==> src/rtl/wb_pkg.sv <==
// wb_pkg: shared FSM state encoding and Wishbone cycle-type constants for the slave controller.
package wb_pkg;
    typedef enum logic [2:0] {
        ST_IDLE = 3'd0,
        ST_ADR  = 3'd1,
        ST_WAIT = 3'd2,
        ST_RESP = 3'd3,
        ST_ERR  = 3'd4
    } state_t;
    localparam logic [2:0] CTI_CLASSIC = 3'b000;
    localparam logic [2:0] CTI_INCR    = 3'b010;
    localparam logic [2:0] CTI_END     = 3'b111;
endpackage

==> src/rtl/wb_wait_cnt.sv <==
// wb_wait_cnt: loadable wait-state down-counter; done flags the final wait cycle.
module wb_wait_cnt
    import wb_pkg::*;
#(
    parameter int CW = 4
) (
    input  logic          clk,
    input  logic          reset,
    input  logic          i_load,
    input  logic          i_dec,
    input  logic [CW-1:0] i_val,
    output logic          o_done
);
    logic [CW-1:0] r_cnt;
    always_ff @(posedge clk or negedge reset) begin
        if (!reset)
            r_cnt <= '0;
        else if (i_load)
            r_cnt <= i_val;
        else if (i_dec && r_cnt != '0)
            r_cnt <= r_cnt - 1'b1;
    end
    assign o_done = r_cnt <= CW'(1);
endmodule

==> src/rtl/wb_slave_ctrl.sv <==
// wb_slave_ctrl: Wishbone B4 classic slave bridging to a synchronous memory with wait states.
// Define WB_BURST_EN to enable incrementing bursts driven by wb_cti_i.
module wb_slave_ctrl
    import wb_pkg::*;
#(
    parameter int DW          = 32,
    parameter int AW          = 32,
    parameter int WAIT_CYCLES = 0,
    parameter int MEM_BYTES   = 4096
) (
    input  logic            clk,
    input  logic            reset,
    input  logic            wb_cyc_i,
    input  logic            wb_stb_i,
    input  logic            wb_we_i,
    input  logic [AW-1:0]   wb_adr_i,
    input  logic [DW/8-1:0] wb_sel_i,
    input  logic [DW-1:0]   wb_dat_i,
    input  logic [2:0]      wb_cti_i,
    output logic [DW-1:0]   wb_dat_o,
    output logic            wb_ack_o,
    output logic            wb_err_o,
    output logic [AW-1:0]   mem_adr_o,
    output logic [DW/8-1:0] mem_be_o,
    output logic [DW-1:0]   mem_wdata_o,
    output logic            mem_we_o,
    output logic            mem_re_o,
    input  logic [DW-1:0]   mem_rdata_i
);
    localparam int SW = DW / 8;
    localparam logic [AW:0]   LIM  = (AW+1)'(MEM_BYTES);
    localparam logic [AW-1:0] STEP = AW'(SW);
    localparam logic [3:0]    WC   = 4'(WAIT_CYCLES);

    state_t        r_state, w_next;
    logic [AW-1:0] r_adr;
    logic [SW-1:0] r_sel;
    logic [DW-1:0] r_dat;
    logic          r_we;
    logic          w_req, w_oor, w_done, w_burst;

    assign w_req = wb_cyc_i & wb_stb_i;
    assign w_oor = {1'b0, r_adr} >= LIM;

`ifdef WB_BURST_EN
    logic [2:0] r_cti;
    assign w_burst = w_req && r_cti == CTI_INCR;
`else
    logic w_unused;
    assign w_unused = ^wb_cti_i;
    assign w_burst  = 1'b0;
`endif

    wb_wait_cnt #(.CW(4)) u_wait (
        .clk    (clk),
        .reset  (reset),
        .i_load (r_state == ST_ADR),
        .i_dec  (r_state == ST_WAIT),
        .i_val  (WC),
        .o_done (w_done)
    );

    always_ff @(posedge clk or negedge reset) begin
        if (!reset)
            r_state <= ST_IDLE;
        else
            r_state <= w_next;
    end

    always_comb begin
        w_next = r_state;
        case (r_state)
            ST_IDLE: w_next = w_req ? ST_ADR : ST_IDLE;
            ST_ADR:  w_next = !wb_cyc_i ? ST_IDLE : w_oor ? ST_ERR : (WAIT_CYCLES > 0) ? ST_WAIT : ST_RESP;
            ST_WAIT: w_next = !wb_cyc_i ? ST_IDLE : w_done ? ST_RESP : ST_WAIT;
            ST_RESP: w_next = w_burst ? ST_ADR : ST_IDLE;
            default: w_next = ST_IDLE;
        endcase
    end

    // Strobes ignore cyc: once issued in ADR a write is never retracted.
    always_comb begin
        wb_ack_o = r_state == ST_RESP && wb_cyc_i;
        wb_err_o = r_state == ST_ERR && wb_cyc_i;
        wb_dat_o = (wb_ack_o && !r_we) ? mem_rdata_i : '0;
        mem_we_o = r_state == ST_ADR && !w_oor && r_we;
        mem_re_o = r_state == ST_ADR && !w_oor && !r_we;
    end

    always_ff @(posedge clk or negedge reset) begin
        if (!reset) begin
            r_adr <= '0;
            r_sel <= '0;
            r_dat <= '0;
            r_we  <= 1'b0;
`ifdef WB_BURST_EN
            r_cti <= CTI_CLASSIC;
`endif
        end else if (r_state == ST_IDLE && w_req) begin
            r_adr <= wb_adr_i;
            r_sel <= wb_sel_i;
            r_dat <= wb_dat_i;
            r_we  <= wb_we_i;
`ifdef WB_BURST_EN
            r_cti <= wb_cti_i;
`endif
        end else if (r_state == ST_RESP && w_burst) begin
            r_adr <= r_adr + STEP;
            r_sel <= wb_sel_i;
            r_dat <= wb_dat_i;
            r_we  <= wb_we_i;
`ifdef WB_BURST_EN
            r_cti <= wb_cti_i;
`endif
        end
    end

    assign mem_adr_o   = r_adr;
    assign mem_be_o    = r_sel;
    assign mem_wdata_o = r_dat;
endmodule

==> config.mk <==
export PLATFORM = sky130hd
export DESIGN_NAME = wb_slave_ctrl
export DESIGN_NICKNAME = d
export VERILOG_FILES = /design/src/rtl/wb_pkg.sv /design/src/rtl/wb_wait_cnt.sv /design/src/rtl/wb_slave_ctrl.sv
export SDC_FILE = /design/constraint.sdc
export NUM_CORES = 1
export LEC_CHECK = 0
export ABC_AREA = 1
export CORE_MARGIN = 10
export CORE_UTILIZATION = 35
export DETAILED_ROUTE_END_ITERATION = 8
export PLACE_DENSITY = 0.85
export REMOVE_ABC_BUFFERS = 1
export SLEW_MARGIN = 20
export SYNTH_ARGS = -nofsm -noshare
export SYNTH_HDL_FRONTEND = slang
export SYNTH_HIERARCHICAL = 1
export SYNTH_SLANG_ARGS = --single-unit
==> constraint.sdc <==
create_clock -name clk -period 1.33 [get_ports clk]
set_clock_uncertainty 0.2 [all_clocks]
set_input_delay 0.133 -clock clk [delete_from_list [all_inputs] [get_ports clk]]
set_output_delay 0.133 -clock clk [all_outputs]
set_load 0.03 [all_outputs]
## Yosys cells after proc, flatten, opt, wreduce, memory -nomap -nowiden

Cells that the tools add are included.

- Flip-flop bits (word level): 76
- Bits in latches: 0
- RAM bits: 0
- Bits in read-only memories: 0
- Output and inout port bits: 104
- Logic and storage cells: 36
- Memories: 0

- Add/subtract/negate cells: 1
- Multiply operators: 0
- Div/mod/pow operators: 0
- $lt $le $gt $ge: 2
- Equal/unequal tests: 4
- Shift-type cells: 0
- Muxes and demuxes: 9
- Bitwise logic cells: 1
- Reductions and logical operators: 13

Operator list:

| operator | count |
|---|---|
| $ge 32x13->1 const B | 1 |
| $mux 32 | 1 |
| $pmux 3 s3 | 1 |
| $logic_and 1x1->1 | 8 |
| $mux 4 | 2 |
| $eq 3x2->1 const B | 2 |
| $mux 3 | 2 |
| $le 4x1->1 const B | 1 |
| $reduce_bool 4->1 | 1 |
| $sub 4x1->4 const B | 1 |
| $eq 3x1->1 const B | 1 |
| $eq 3x3->1 const B | 1 |
| $logic_not 3->1 | 1 |
| $logic_not 1->1 | 2 |
| $mux 1 | 2 |
| $mux 2 | 1 |
| $reduce_bool 2->1 | 1 |
| $and 1x1->1 | 1 |

## Longest topological paths before layout

Gate-level depths: netlist (run 1).

- Word-level depth: 4
- Mapped depth: 8
- Depth with buffers taken out: 8

## By module

The synthesis (run 1) kept the hierarchy.

Modules (own cells, without submodules):

| module | instances | cells an instance | area an instance (sq um) | seq. area each (sq um) |
|---|---|---|---|---|
| wb_slave_ctrl | 1 | 405 | 3502.1 | 1801.7 |
| wb_wait_cnt | 1 | 42 | 317.8 | 100.1 |

## Least setup slack after synthesis (run 1)

Ideal clock, no wire load.

- Path kind: reg2out
- Start point: register r_state[2]
- End point: output port wb_dat_o[2]
- Data arrival time: 1570 ps
- Required time: 997 ps
- Slack: -573 ps
- Cell stages (with the launch flop): 7
- Buffers on the path: 1
- Cell sequence: dfrtp_1 inv_1 nand2_1 nor3_4 nand2_4 buf_6 nor2_1

- Longest elaborated chain between the ends: 4

RTL lines:

| item | line | source |
|---|---|---|
| start, declared | wb_slave_ctrl.sv:35 | `state_t r_state, w_next;` |
| start signal, assigned | wb_slave_ctrl.sv:67 | `r_state <= w_next;` |
| $eq 3x2->1 | -- |  |
| $logic_and 1x1->1 | wb_slave_ctrl.sv:83 | `wb_ack_o = r_state == ST_RESP && wb_cyc_i;` |
| net wb_ack_o | wb_slave_ctrl.sv:21 | `output logic wb_ack_o,` |
| $logic_and 1x1->1 | wb_slave_ctrl.sv:85 | `wb_dat_o = (wb_ack_o && !r_we) ? mem_rdata_i : '0;` |
| $mux 32 | wb_slave_ctrl.sv:85 |  |
| end, declared | wb_slave_ctrl.sv:20 | `output logic [DW-1:0] wb_dat_o,` |

The timed path passes the listed nets, and every way through them passes these cells.

## Final worst setup path (run 1)

- Start point: register r_state[1]
- End point: output port wb_dat_o[22]

- Longest elaborated chain between the ends: 4

RTL lines:

| item | line |
|---|---|
| $eq 3x2->1 | -- |
| $logic_and 1x1->1 | wb_slave_ctrl.sv:83 |
| $logic_and 1x1->1 | wb_slave_ctrl.sv:85 |
| $mux 32 | wb_slave_ctrl.sv:85 |

No other way between the ends.

==> flow_results.xml, run 1 <==
<?xml version="1.0" encoding="UTF-8"?>
<metrics>
  <group name="outcome">
    <metric name="run_status" unit="">finished with violations</metric>
    <metric name="violations" unit="">negative setup slack</metric>
  </group>
  <group name="die">
    <metric name="floorplan.initialDensity" unit="%">35.5</metric>
    <metric name="floorplan.core_area" unit="sq um">10700</metric>
    <metric name="rows" unit="">38</metric>
    <metric name="boundaryPins" unit="">212</metric>
    <metric name="dieArea" unit="sq um">15500</metric>
    <metric name="die_x" unit="um">124</metric>
    <metric name="die_height" unit="um">124</metric>
  </group>
  <group name="clock_tree">
    <metric name="clkTransAtPathRegs" unit="ns">0.08</metric>
    <metric name="clockBufferDepth" unit="">2</metric>
    <metric name="cts_htree_levels" unit="">3</metric>
    <metric name="clkLatencyLatePin" unit="ns">0.35</metric>
    <metric name="cts_inserted_buffers" unit="">9</metric>
    <metric name="tritoncts_clock_tree" unit="">done</metric>
    <metric name="clkSinkCount" unit="">76</metric>
    <metric name="clockRootBuffer" unit="">clkbuf_8</metric>
  </group>
  <group name="logic_synthesis">
    <metric name="synth-adder-area-share" unit="%">0.983</metric>
    <metric name="share_of_synthesized_area_spent_on_multiplexers" unit="%">0</metric>
    <metric name="ys_warn_count" unit="">6</metric>
    <metric name="async_reset_ff_share" unit="%">100</metric>
    <metric name="cell_types_occupying_the_most_area_after_synthesis" unit="">dfrtp_1, o21ai_2, inv_1</metric>
    <metric name="syn-cell-area" unit="sq um">3820</metric>
    <metric name="yosys.cell_types.count" unit="">28</metric>
    <metric name="synth.top_cell.area_share" unit="%">49.8</metric>
    <metric name="share_of_synthesized_area_occupied_by_flip_flops_and_latches" unit="%">49.8</metric>
    <metric name="synth_top_flop_cell" unit="">dfrtp_1</metric>
    <metric name="combinational_family_with_the_most_area_after_synthesis" unit="">simple AND/OR/NAND/NOR gates</metric>
    <metric name="synth_simple_gate_area_share" unit="%">18.3</metric>
    <metric name="synthXorXnorAreaFrac" unit="%">0</metric>
    <metric name="synthMostInstantiatedCell" unit="">inv_1</metric>
    <metric name="synth_cells" unit="">447</metric>
    <metric name="synth_area_per_cell" unit="sq um">8.55</metric>
    <metric name="synthDominantAreaCellType" unit="">dfrtp_1</metric>
    <metric name="ys_ff_latch" unit="">76</metric>
    <metric name="synth_compound_gate_area_share" unit="%">15.1</metric>
    <metric name="count_of_flip_flops_with_a_built_in_enable_after_synthesis" unit="">0</metric>
    <metric name="synth.cells.most_frequent" unit="">inv_1, nand2_1, dfrtp_1, o21ai_2, nor2_1</metric>
  </group>
  <group name="critical_path">
    <metric name="cp_data_arrival_time" unit="ns">1.70</metric>
    <metric name="rrSetupSlack" unit="ns">-0.58</metric>
    <metric name="rr_worst_depth" unit="">9</metric>
    <metric name="start_kind" unit="">flip-flop</metric>
    <metric name="launch_instance_of_the_worst_register_to_register_path" unit="">r_state[2]$_DFF_PN0_</metric>
    <metric name="cp_slowest_stage_delay" unit="ns">0.40</metric>
    <metric name="crit_required" unit="ns">1.00</metric>
    <metric name="nature_of_the_critical_path_endpoint" unit="">primary output</metric>
    <metric name="cpMaxStageDelayCell" unit="">dfrtp_1</metric>
    <metric name="timing.critical_path.cells" unit="">inv_2, nor3_4, nand2_4, buf_6, nor2_1, buf_4</metric>
    <metric name="crit_path_max_fanout" unit="">10</metric>
    <metric name="cp-endpoint" unit="">wb_dat_o[22]</metric>
    <metric name="worst_r2r_endpoint" unit="">r_we$_DFFE_PN0P_</metric>
    <metric name="category_of_the_critical_setup_timing_path" unit="">flip-flop to primary output</metric>
    <metric name="worst_setup_path_startpoint" unit="">r_state[1]$_DFF_PN0_</metric>
  </group>
  <group name="grt">
    <metric name="first_global_vias" unit="">4541</metric>
    <metric name="grt_max_degree" unit="">40</metric>
    <metric name="track_usage" unit="%">20.1</metric>
    <metric name="grt.overflow.total" unit="">0</metric>
    <metric name="antenna_violations_before_repair" unit="">0</metric>
    <metric name="global_route_wire_length_before_repair" unit="um">25200</metric>
  </group>
  <group name="detailed_routing">
    <metric name="detailedRoute.firstPassIterationCount" unit="">4</metric>
    <metric name="detail_route.wl_per_cell" unit="um">18.3</metric>
    <metric name="post_route_drc" unit="">0</metric>
    <metric name="vias_per_cell" unit="">4.56</metric>
    <metric name="initialDrtViolationCount" unit="">119</metric>
    <metric name="antenna_left" unit="">0</metric>
    <metric name="totalWireLength" unit="um">16300</metric>
    <metric name="via_count" unit="">4055</metric>
  </group>
  <group name="cells_and_area">
    <metric name="num-nets-final" unit="">856</metric>
    <metric name="drive_gt1_share" unit="%">51.2</metric>
    <metric name="antenna_cells" unit="">0</metric>
    <metric name="postLayoutCoreUtil" unit="%">74.0</metric>
    <metric name="area_growth_syn_to_layout" unit="%">108</metric>
  </group>
  <group name="placed_design">
    <metric name="portBuffers" unit="">208</metric>
    <metric name="globalplace.congestion" unit="">0.902</metric>
    <metric name="dp_hpwl" unit="um">9770</metric>
    <metric name="dp_slack" unit="ns">-0.469</metric>
  </group>
  <group name="timing">
    <metric name="rsz0062_at_grt" unit="">yes</metric>
    <metric name="achievable-frequency" unit="GHz">0.492</metric>
    <metric name="hold_violations" unit="">0</metric>
    <metric name="slew_violations" unit="">0</metric>
    <metric name="final_min_period_over_clock_period" unit="%">153</metric>
    <metric name="timing.final.ws_setup" unit="ns">-0.701</metric>
    <metric name="layout_min_cycle_time" unit="ns">2.03</metric>
    <metric name="timing.final.setup_violations" unit="">124</metric>
  </group>
  <group name="run">
    <metric name="drv_cap" unit="">0</metric>
  </group>
  <group name="power_and_ir_drop">
    <metric name="power_density" unit="nW/um^2">1130</metric>
    <metric name="worst_vdd_drop" unit="mV">0.803</metric>
    <metric name="p_leak" unit="nW">4.08</metric>
  </group>
  <group name="hold_path">
    <metric name="worst_hold_path_type" unit="">primary input to asynchronous set/reset pin</metric>
  </group>
</metrics>
## critical path: cells and delay by family, from the launching register on
kind | cells | cell delay [ns]
and+or+nand+nor | 3 | 0.50
DFF | 1 | 0.40
buffers and inverters | 3 | 0.45
## layer usage
layer / track usage, % / share of wire (%) / vias to the layer above
met5: 0 / 0 / -
met4: 6.51 / 2.5 / 0
met3: 6.55 / 7.1 / 27
met2: 35.3 / 51 / 175
met1: 22.5 / 39 / 1938
li1: - / - / 1915
## report_power, final
part           switching (W)  leakage (nW)  internal [W]
Sequential          0.000363         0.944       0.00274
Clock               0.000829         0.103      0.000938
Combinational        0.00208          3.03       0.00206
Total                0.00327          4.08       0.00574
## kinds of logic after synthesis
logic type	after synthesis
compound gates	75
flops	76
fa+ha+maj	3
buf+inv	130
other cells	1
simple gates	162
## area by class of cell
class / instances / area, sq um
tap: 140 / 175
timing repair buffer: 302 / 3510
clock buffer: 16 / 200
multi-input combinational: 244 / 1740
inverter: 112 / 423
sequential: 76 / 1900
fill: 703 / 2790
## per-stage QoR
stage	cells	instance area [sq um]	TNS (ns)	total power (W)	hold slack (ns)
after floorplan	432	3650	-151.74	0.00465	-0.363
after global placement	823	6120	-32.15	0.00615	-0.144
after detailed placement	823	6120	-36.20	0.00626	-0.142
after CTS	882	7690	-58.94	0.00888	0.0376
after global routing	890	7950	-69.12	0.00947	0.0620
final	890	7950	-59.82	0.00901	0.0396
## sequential cells by signal, summed over array words and instances (netlist names)
signal,cells
mem_wdata_o,32
r_state,3
r_we,1
u_wait/r_cnt,4
mem_be_o,4
mem_adr_o,32
## worst min-delay path by stage
stage                     cells after the start  slack (ns)                          end
after global placement                        1       -0.14  mem_wdata_o[19]$_DFFE_PN0P_
after detailed placement                      1       -0.14  mem_wdata_o[19]$_DFFE_PN0P_
after floorplan                               0       -0.36     mem_adr_o[0]$_DFFE_PN0P_
after global routing                          2        0.06  mem_wdata_o[19]$_DFFE_PN0P_
final                                         2        0.04   mem_wdata_o[4]$_DFFE_PN0P_
after CTS                                     2        0.04    mem_adr_o[19]$_DFFE_PN0P_
## repair_timing
action | 4_1_cts | 5_1_grt
hold endpoints to repair | 76 | 0
setup endpoints to repair | 132 | 132
hold buffers | 1 | 0
cloned | 18 | 3
setup buffers | 41 | 18
pin swaps | 13 | 16
gates resized for setup | 194 | 51
## cells in the final DEF, fill, tap and decap left out, drive strengths merged
cell / instances
o21a: 1
nor2: 50
a21oi: 1
nand3: 7
o21ai: 73
nor3: 3
dlygate4sd3: 1
clkdlybuf4s50: 103
nand3b: 1
conb: 4
clkbuf: 19
ha: 3
nor4: 1
and2: 1
dfrtp: 76
or2: 2
nand2: 95
buf: 195
inv: 112
nand4: 2
Note: power is estimated with default switching activity, not from simulation.
==> run 2: changes to the inputs <==
- PLACE_DENSITY: 0.85 -> 0.77
- SLEW_MARGIN: 20 -> 40
==> run 2 against run 1 <==
The run still ends with negative setup slack left. Clock power down 10%. Sequential cell count unchanged. Cell count up 0.11%. Wire length up 2.7%. Critical path depth up 1. Sequential power up 1%. Core utilization up 1.3 points. Worst setup slack worse by 0.0078 ns. Critical path type unchanged. Critical endpoint is now wb_dat_o[30].
==> flow_results.xml, run 2 (synthesis results as in run 1) <==
<?xml version="1.0" encoding="UTF-8"?>
<metrics>
  <group name="outcome">
    <metric name="run_status" unit="">finished with violations</metric>
    <metric name="violations" unit="">negative setup slack</metric>
  </group>
  <group name="clock_tree">
    <metric name="cts_htree_levels" unit="">3</metric>
    <metric name="cts_inserted_buffers" unit="">9</metric>
    <metric name="clkSinkCount" unit="">76</metric>
    <metric name="clkLatencyLatePin" unit="ns">0.35</metric>
    <metric name="clockBufferDepth" unit="">2</metric>
    <metric name="clockRootBuffer" unit="">clkbuf_8</metric>
    <metric name="clkTransAtPathRegs" unit="ns">0.09</metric>
    <metric name="tritoncts_clock_tree" unit="">done</metric>
  </group>
  <group name="detailed_routing">
    <metric name="dr_wl_met2" unit="um">8400</metric>
    <metric name="sum_of_met3_wire_segment_lengths_after_detailed_routing" unit="um">1370</metric>
    <metric name="vias_per_cell" unit="">4.64</metric>
    <metric name="antenna_left" unit="">0</metric>
    <metric name="post_route_drc" unit="">0</metric>
    <metric name="detailedRoute.firstPassIterationCount" unit="">4</metric>
    <metric name="totalWireLength" unit="um">16700</metric>
    <metric name="detail_route.wl_per_cell" unit="um">18.8</metric>
    <metric name="initialDrtViolationCount" unit="">193</metric>
    <metric name="wirelength_met1" unit="um">6760</metric>
    <metric name="route.top_layer_used" unit="">met4</metric>
    <metric name="via_count" unit="">4132</metric>
  </group>
  <group name="timing">
    <metric name="timing.setup.tns" unit="ns">-62.90</metric>
    <metric name="layout_min_cycle_time" unit="ns">2.04</metric>
    <metric name="timing.final.ws_setup" unit="ns">-0.709</metric>
    <metric name="slew_violations" unit="">0</metric>
    <metric name="timing.final.setup_violations" unit="">125</metric>
    <metric name="hold_violations" unit="">0</metric>
    <metric name="final_min_period_over_clock_period" unit="%">153</metric>
    <metric name="rsz0062_at_grt" unit="">yes</metric>
    <metric name="achievable-frequency" unit="GHz">0.490</metric>
    <metric name="timing.hold.ws" unit="ns">0.126</metric>
  </group>
  <group name="critical_path">
    <metric name="category_of_the_critical_setup_timing_path" unit="">flip-flop to primary output</metric>
    <metric name="cp_data_arrival_time" unit="ns">1.71</metric>
    <metric name="crit_required" unit="ns">1.00</metric>
    <metric name="crit_path_max_fanout" unit="">8</metric>
    <metric name="nature_of_the_critical_path_endpoint" unit="">primary output</metric>
    <metric name="start_kind" unit="">flip-flop</metric>
  </group>
  <group name="hold_path">
    <metric name="worst_hold_path_type" unit="">primary input to flip-flop</metric>
  </group>
  <group name="power_and_ir_drop">
    <metric name="fin_total_pwr" unit="W">0.00898</metric>
    <metric name="p_leak" unit="nW">4.04</metric>
    <metric name="power_density" unit="nW/um^2">1110</metric>
    <metric name="worst_vdd_drop" unit="mV">0.823</metric>
  </group>
  <group name="grt">
    <metric name="global_route_wire_length_before_repair" unit="um">22300</metric>
    <metric name="antenna_violations_before_repair" unit="">0</metric>
    <metric name="grt_max_degree" unit="">77</metric>
    <metric name="track_usage" unit="%">17.6</metric>
    <metric name="grt.overflow.total" unit="">0</metric>
    <metric name="first_global_vias" unit="">4120</metric>
  </group>
  <group name="cells_and_area">
    <metric name="antenna_cells" unit="">0</metric>
    <metric name="most_common_cell_after_layout_fill_and_taps_aside" unit="">inv_1</metric>
    <metric name="postLayoutCoreUtil" unit="%">75.3</metric>
    <metric name="num-nets-final" unit="">858</metric>
    <metric name="final.fill_count" unit="">666</metric>
    <metric name="area_growth_syn_to_layout" unit="%">112</metric>
    <metric name="drive_gt1_share" unit="%">52.7</metric>
    <metric name="final_cell_mix" unit="">inv_1, clkdlybuf4s50_1, buf_6</metric>
  </group>
  <group name="placed_design">
    <metric name="dp_hpwl" unit="um">9320</metric>
    <metric name="dp_slack" unit="ns">-0.485</metric>
    <metric name="globalplace.congestion" unit="">0.867</metric>
    <metric name="portBuffers" unit="">208</metric>
  </group>
  <group name="die">
    <metric name="die_x" unit="um">124</metric>
    <metric name="rows" unit="">38</metric>
    <metric name="floorplan.core_area" unit="sq um">10700</metric>
    <metric name="floorplan.initialDensity" unit="%">35.5</metric>
    <metric name="die_height" unit="um">124</metric>
    <metric name="dieArea" unit="sq um">15500</metric>
    <metric name="boundaryPins" unit="">212</metric>
  </group>
  <group name="run">
    <metric name="drv_cap" unit="">0</metric>
  </group>
</metrics>
-- run 2: changes by cell type in the layout (fill, tap and decap cells not counted), moves of 7 or more --
cell,before,now
buf_16,20,7
buf_4,89,61
buf_6,62,102
nand2_1,25,34
nand2_2,54,31
nand2_4,15,29
nor2_1,23,12
nor2_2,19,12
nor2_4,8,26
o21ai_1,11,4
-- run 2: per-stage QoR --
stage | cell area (sq um) | std cells
2_1_floorplan | 3650 | 432
3_3_place_gp | 6160 | 826
3_5_place_dp | 6160 | 826
4_1_cts | 7050 | 865
5_1_grt | 8090 | 891
6_report | 8090 | 891
-- run 2: area by class of cell --
type	count	area, sq um	share of cell area (%)
Timing Repair Buffer	300	3390	41.8
Multi-Input combinational cell	248	2030	25.1
Sequential cell	76	1900	23.5
Inverter	112	424	5.24
Tap cell	140	175	2.16
Clock buffer	13	159	1.96
Clock inverter	2	10.0	0.124
-- run 2: worst paths after layout --
kind	start	to	slack, ns	cells after the start
min	wb_dat_i[10]	mem_wdata_o[10]$_DFFE_PN0P_	0.13	3
max reg2reg	r_state[0]$_DFF_PN0_	mem_wdata_o[28]$_DFFE_PN0P_	-0.59	8
max	r_state[2]$_DFF_PN0_	wb_dat_o[30]	-0.71	7
max in group asynchronous	reset	mem_adr_o[0]$_DFFE_PN0P_	0.42	3
min in group asynchronous	reset	mem_wdata_o[6]$_DFFE_PN0P_	0.15	3
min reg2reg	mem_wdata_o[1]$_DFFE_PN0P_	mem_wdata_o[1]$_DFFE_PN0P_	0.29	2
-- run 2: per-layer routing --
metal,vias up,track usage [%]
met5,-,0
met2,189,29.2
met1,1998,20.1
met3,18,7.36
met4,0,5.83
li1,1927,-
-- run 2: critical path, stage by stage (launching register included) --
cell	delay [ns]
dfrtp_1	0.41
inv_2	0.09
nand2_2	0.07
nor3_4	0.20
buf_6	0.19
nand2_8	0.12
nor2_2	0.13
buf_6	0.14
-- run 2: where the power goes --
group          internal [W]  leakage, nW  switching (W)
Sequential          0.00274        0.944       0.000402
Combinational       0.00211         3.01        0.00214
Clock              0.000766       0.0893       0.000828
Total               0.00561         4.04        0.00337
-- run 2: timing repair --
item,CTS,global route
resized for setup,98,226
hold buffers,1,0
pin swaps,17,27
hold endpoints to repair,76,0
gates cloned,8,11
buffers inserted,30,30
setup endpoints to repair,132,132
==> run 3: changes to the inputs <==
- ABC_AREA: 1 -> not set
- CORE_UTILIZATION: 35 -> 33
- PLACE_DENSITY: 0.77 -> 0.76
==> run 3 against run 2 <==
Worst setup slack worse by 0.15 ns. First-iteration DRC count fell by 66%. Combinational power fell by 12%. Sequential cell count unchanged. Clock-buffer cell count is 2 lower. The run ends with negative hold slack, negative setup slack left. Non-clock buffer count decreased by 10.
==> flow_results.xml, run 3 <==
<?xml version="1.0" encoding="UTF-8"?>
<metrics>
  <group name="outcome">
    <metric name="run_status" unit="">finished with violations</metric>
    <metric name="violations" unit="">negative hold slack, negative setup slack</metric>
  </group>
  <group name="power_and_ir_drop">
    <metric name="power_density" unit="nW/um^2">1200</metric>
    <metric name="worst_vdd_drop" unit="mV">0.846</metric>
    <metric name="fin_total_pwr" unit="W">0.00839</metric>
    <metric name="p_leak" unit="nW">3.20</metric>
  </group>
  <group name="logic_synthesis">
    <metric name="synth_cells" unit="">245</metric>
    <metric name="synthXorXnorAreaFrac" unit="%">0</metric>
    <metric name="combinational_family_with_the_most_area_after_synthesis" unit="">multiplexers</metric>
    <metric name="share_of_synthesized_area_occupied_by_flip_flops_and_latches" unit="%">56.2</metric>
    <metric name="async_reset_ff_share" unit="%">100</metric>
    <metric name="cell_types_occupying_the_most_area_after_synthesis" unit="">dfrtp_1, mux2_2, and2_2</metric>
    <metric name="syn-cell-area" unit="sq um">3380</metric>
    <metric name="synthDominantAreaCellType" unit="">dfrtp_1</metric>
    <metric name="synth.cells.most_frequent" unit="">dfrtp_1, mux2_2, and2_2, and2_1</metric>
    <metric name="synth_simple_gate_area_share" unit="%">13.3</metric>
    <metric name="synthMostInstantiatedCell" unit="">dfrtp_1</metric>
    <metric name="count_of_flip_flops_with_a_built_in_enable_after_synthesis" unit="">0</metric>
    <metric name="yosys.cell_types.count" unit="">36</metric>
    <metric name="synth-adder-area-share" unit="%">1.11</metric>
    <metric name="synth_compound_gate_area_share" unit="%">2.22</metric>
    <metric name="ys_warn_count" unit="">6</metric>
    <metric name="share_of_synthesized_area_spent_on_multiplexers" unit="%">23.3</metric>
    <metric name="synth_top_flop_cell" unit="">dfrtp_1</metric>
    <metric name="ys_ff_latch" unit="">76</metric>
    <metric name="synth_area_per_cell" unit="sq um">13.8</metric>
    <metric name="synth.top_cell.area_share" unit="%">56.2</metric>
  </group>
  <group name="detailed_routing">
    <metric name="detailedRoute.firstPassIterationCount" unit="">4</metric>
    <metric name="antenna_left" unit="">0</metric>
    <metric name="post_route_drc" unit="">0</metric>
    <metric name="totalWireLength" unit="um">13900</metric>
    <metric name="via_count" unit="">3139</metric>
    <metric name="detail_route.wl_per_cell" unit="um">20.5</metric>
    <metric name="vias_per_cell" unit="">4.64</metric>
    <metric name="initialDrtViolationCount" unit="">66</metric>
  </group>
  <group name="cells_and_area">
    <metric name="final_cell_mix" unit="">clkdlybuf4s50_1, buf_4, buf_6</metric>
    <metric name="drive_gt1_share" unit="%">61.0</metric>
    <metric name="most_common_cell_after_layout_fill_and_taps_aside" unit="">clkdlybuf4s50_1</metric>
    <metric name="num-nets-final" unit="">649</metric>
    <metric name="antenna_cells" unit="">0</metric>
    <metric name="area_growth_syn_to_layout" unit="%">107</metric>
    <metric name="final_cells" unit="">676</metric>
  </group>
  <group name="grt">
    <metric name="track_usage" unit="%">18.3</metric>
    <metric name="antenna_violations_before_repair" unit="">0</metric>
    <metric name="first_global_vias" unit="">3657</metric>
    <metric name="global_route_wire_length_before_repair" unit="um">20800</metric>
    <metric name="grt_max_degree" unit="">31</metric>
    <metric name="grt.overflow.total" unit="">0</metric>
  </group>
  <group name="die">
    <metric name="floorplan.initialDensity" unit="%">34.3</metric>
    <metric name="dieArea" unit="sq um">14700</metric>
    <metric name="floorplan.core_area" unit="sq um">9860</metric>
    <metric name="die_height" unit="um">121</metric>
    <metric name="boundaryPins" unit="">212</metric>
    <metric name="die_x" unit="um">121</metric>
    <metric name="rows" unit="">36</metric>
  </group>
  <group name="clock_tree">
    <metric name="clkLatencyLatePin" unit="ns">0.35</metric>
    <metric name="tritoncts_clock_tree" unit="">done</metric>
    <metric name="clockBufferDepth" unit="">2</metric>
    <metric name="clkTransAtPathRegs" unit="ns">0.08</metric>
    <metric name="cts_htree_levels" unit="">3</metric>
    <metric name="clkSinkCount" unit="">76</metric>
    <metric name="cts_inserted_buffers" unit="">9</metric>
    <metric name="clockRootBuffer" unit="">clkbuf_8</metric>
  </group>
  <group name="critical_path">
    <metric name="crit_path_max_fanout" unit="">2</metric>
    <metric name="nature_of_the_critical_path_endpoint" unit="">primary output</metric>
    <metric name="worst_r2r_endpoint" unit="">mem_adr_o[5]$_DFFE_PN0P_</metric>
    <metric name="cp_data_arrival_time" unit="ns">1.86</metric>
    <metric name="category_of_the_critical_setup_timing_path" unit="">flip-flop to primary output</metric>
    <metric name="launch_instance_of_the_worst_register_to_register_path" unit="">r_state[0]$_DFF_PN0_</metric>
    <metric name="start_kind" unit="">flip-flop</metric>
    <metric name="rrSetupSlack" unit="ns">-0.50</metric>
    <metric name="crit_required" unit="ns">1.00</metric>
    <metric name="rr_worst_depth" unit="">7</metric>
  </group>
  <group name="timing">
    <metric name="slew_violations" unit="">0</metric>
    <metric name="layout_min_cycle_time" unit="ns">2.19</metric>
    <metric name="timing.hold.ws" unit="ns">-0.00275</metric>
    <metric name="timing.setup.tns" unit="ns">-57.73</metric>
    <metric name="rsz0062_at_grt" unit="">yes</metric>
    <metric name="hold_violations" unit="">7</metric>
    <metric name="final_min_period_over_clock_period" unit="%">165</metric>
    <metric name="achievable-frequency" unit="GHz">0.457</metric>
    <metric name="timing.final.ws_setup" unit="ns">-0.858</metric>
    <metric name="timing.final.setup_violations" unit="">127</metric>
  </group>
  <group name="placed_design">
    <metric name="portBuffers" unit="">208</metric>
    <metric name="post-place-cells" unit="">620</metric>
    <metric name="globalplace.congestion" unit="">0.823</metric>
    <metric name="dp_hpwl" unit="um">8970</metric>
  </group>
  <group name="hold_path">
    <metric name="worst_hold_path_type" unit="">primary input to asynchronous set/reset pin</metric>
  </group>
  <group name="run">
    <metric name="drv_cap" unit="">0</metric>
  </group>
</metrics>
-- run 3: per-stage QoR --
| stage | worst slack [ns] | util, % | area, sq um |
|---|---|---|---|
| 3_3_place_gp | -0.650 | 57.9 | 5710 |
| 5_1_grt | -0.928 | 71.0 | 7010 |
| 6_report | -0.858 | 71.0 | 7010 |
| 3_5_place_dp | -0.689 | 57.9 | 5710 |
| 2_1_floorplan | -1.09 | - | 3280 |
| 4_1_cts | -0.866 | 70.7 | 6980 |
-- run 3: worst max-delay path by stage --
stage,from,to,slack (ns),depth (start not counted)
global placement,mem_adr_o[28]$_DFFE_PN0P_,mem_re_o,-0.65,5
CTS,mem_adr_o[28]$_DFFE_PN0P_,mem_re_o,-0.87,5
floorplan,mem_adr_o[13]$_DFFE_PN0P_,mem_re_o,-1.09,4
detailed placement,wb_cyc_i,wb_dat_o[31],-0.69,7
global route,mem_adr_o[20]$_DFFE_PN0P_,mem_re_o,-0.93,5
finish,mem_adr_o[20]$_DFFE_PN0P_,mem_re_o,-0.86,5
-- run 3: report_power, final --
group | internal, W | switching (W)
Combinational | 0.00199 | 0.00177
Sequential | 0.00278 | 0.000304
Clock | 0.000716 | 0.000835
Total | 0.00548 | 0.00290
-- run 3: logic make-up (layout without fill, tap and decap cells) --
family,Yosys count,in the layout
muxes,70,70
other,1,4
adders and majority gates,3,3
DFF,76,76
and+or+nand+nor,68,68
buffers and inverters,16,311
AOI/OAI and AO/OA,11,11
-- run 3: area by class of cell --
class	count	area, sq um
Timing Repair Buffer	290	3150
Inverter	5	18.8
Fill cell	664	2860
Tap cell	133	166
Clock buffer	11	141
Multi-Input combinational cell	156	1600
Sequential cell	76	1900
Clock inverter	5	27.5
-- run 3: repair_timing --
item,CTS,global route
buffers inserted,23,20
hold buffers,2,0
endpoints found under the setup margin,132,139
resized for setup,161,32
hold endpoints to repair,76,0
pin swaps,39,18
cloned,15,0
-- run 3: worst max-delay path, stage by stage (launching register included) --
cell	delay, ns
dfrtp_1	0.41
nor4_1	0.33
nand2_1	0.14
or2_4	0.28
nor4_2	0.14
buf_4	0.21
-- run 3: layer usage --
layer	track usage, %	vias up	share of wire, %
met5	0	-	0
met4	6.71	0	1.6
met3	6.47	14	8.9
met2	32.6	146	52
met1	19.6	1546	38
li1	-	1433	-
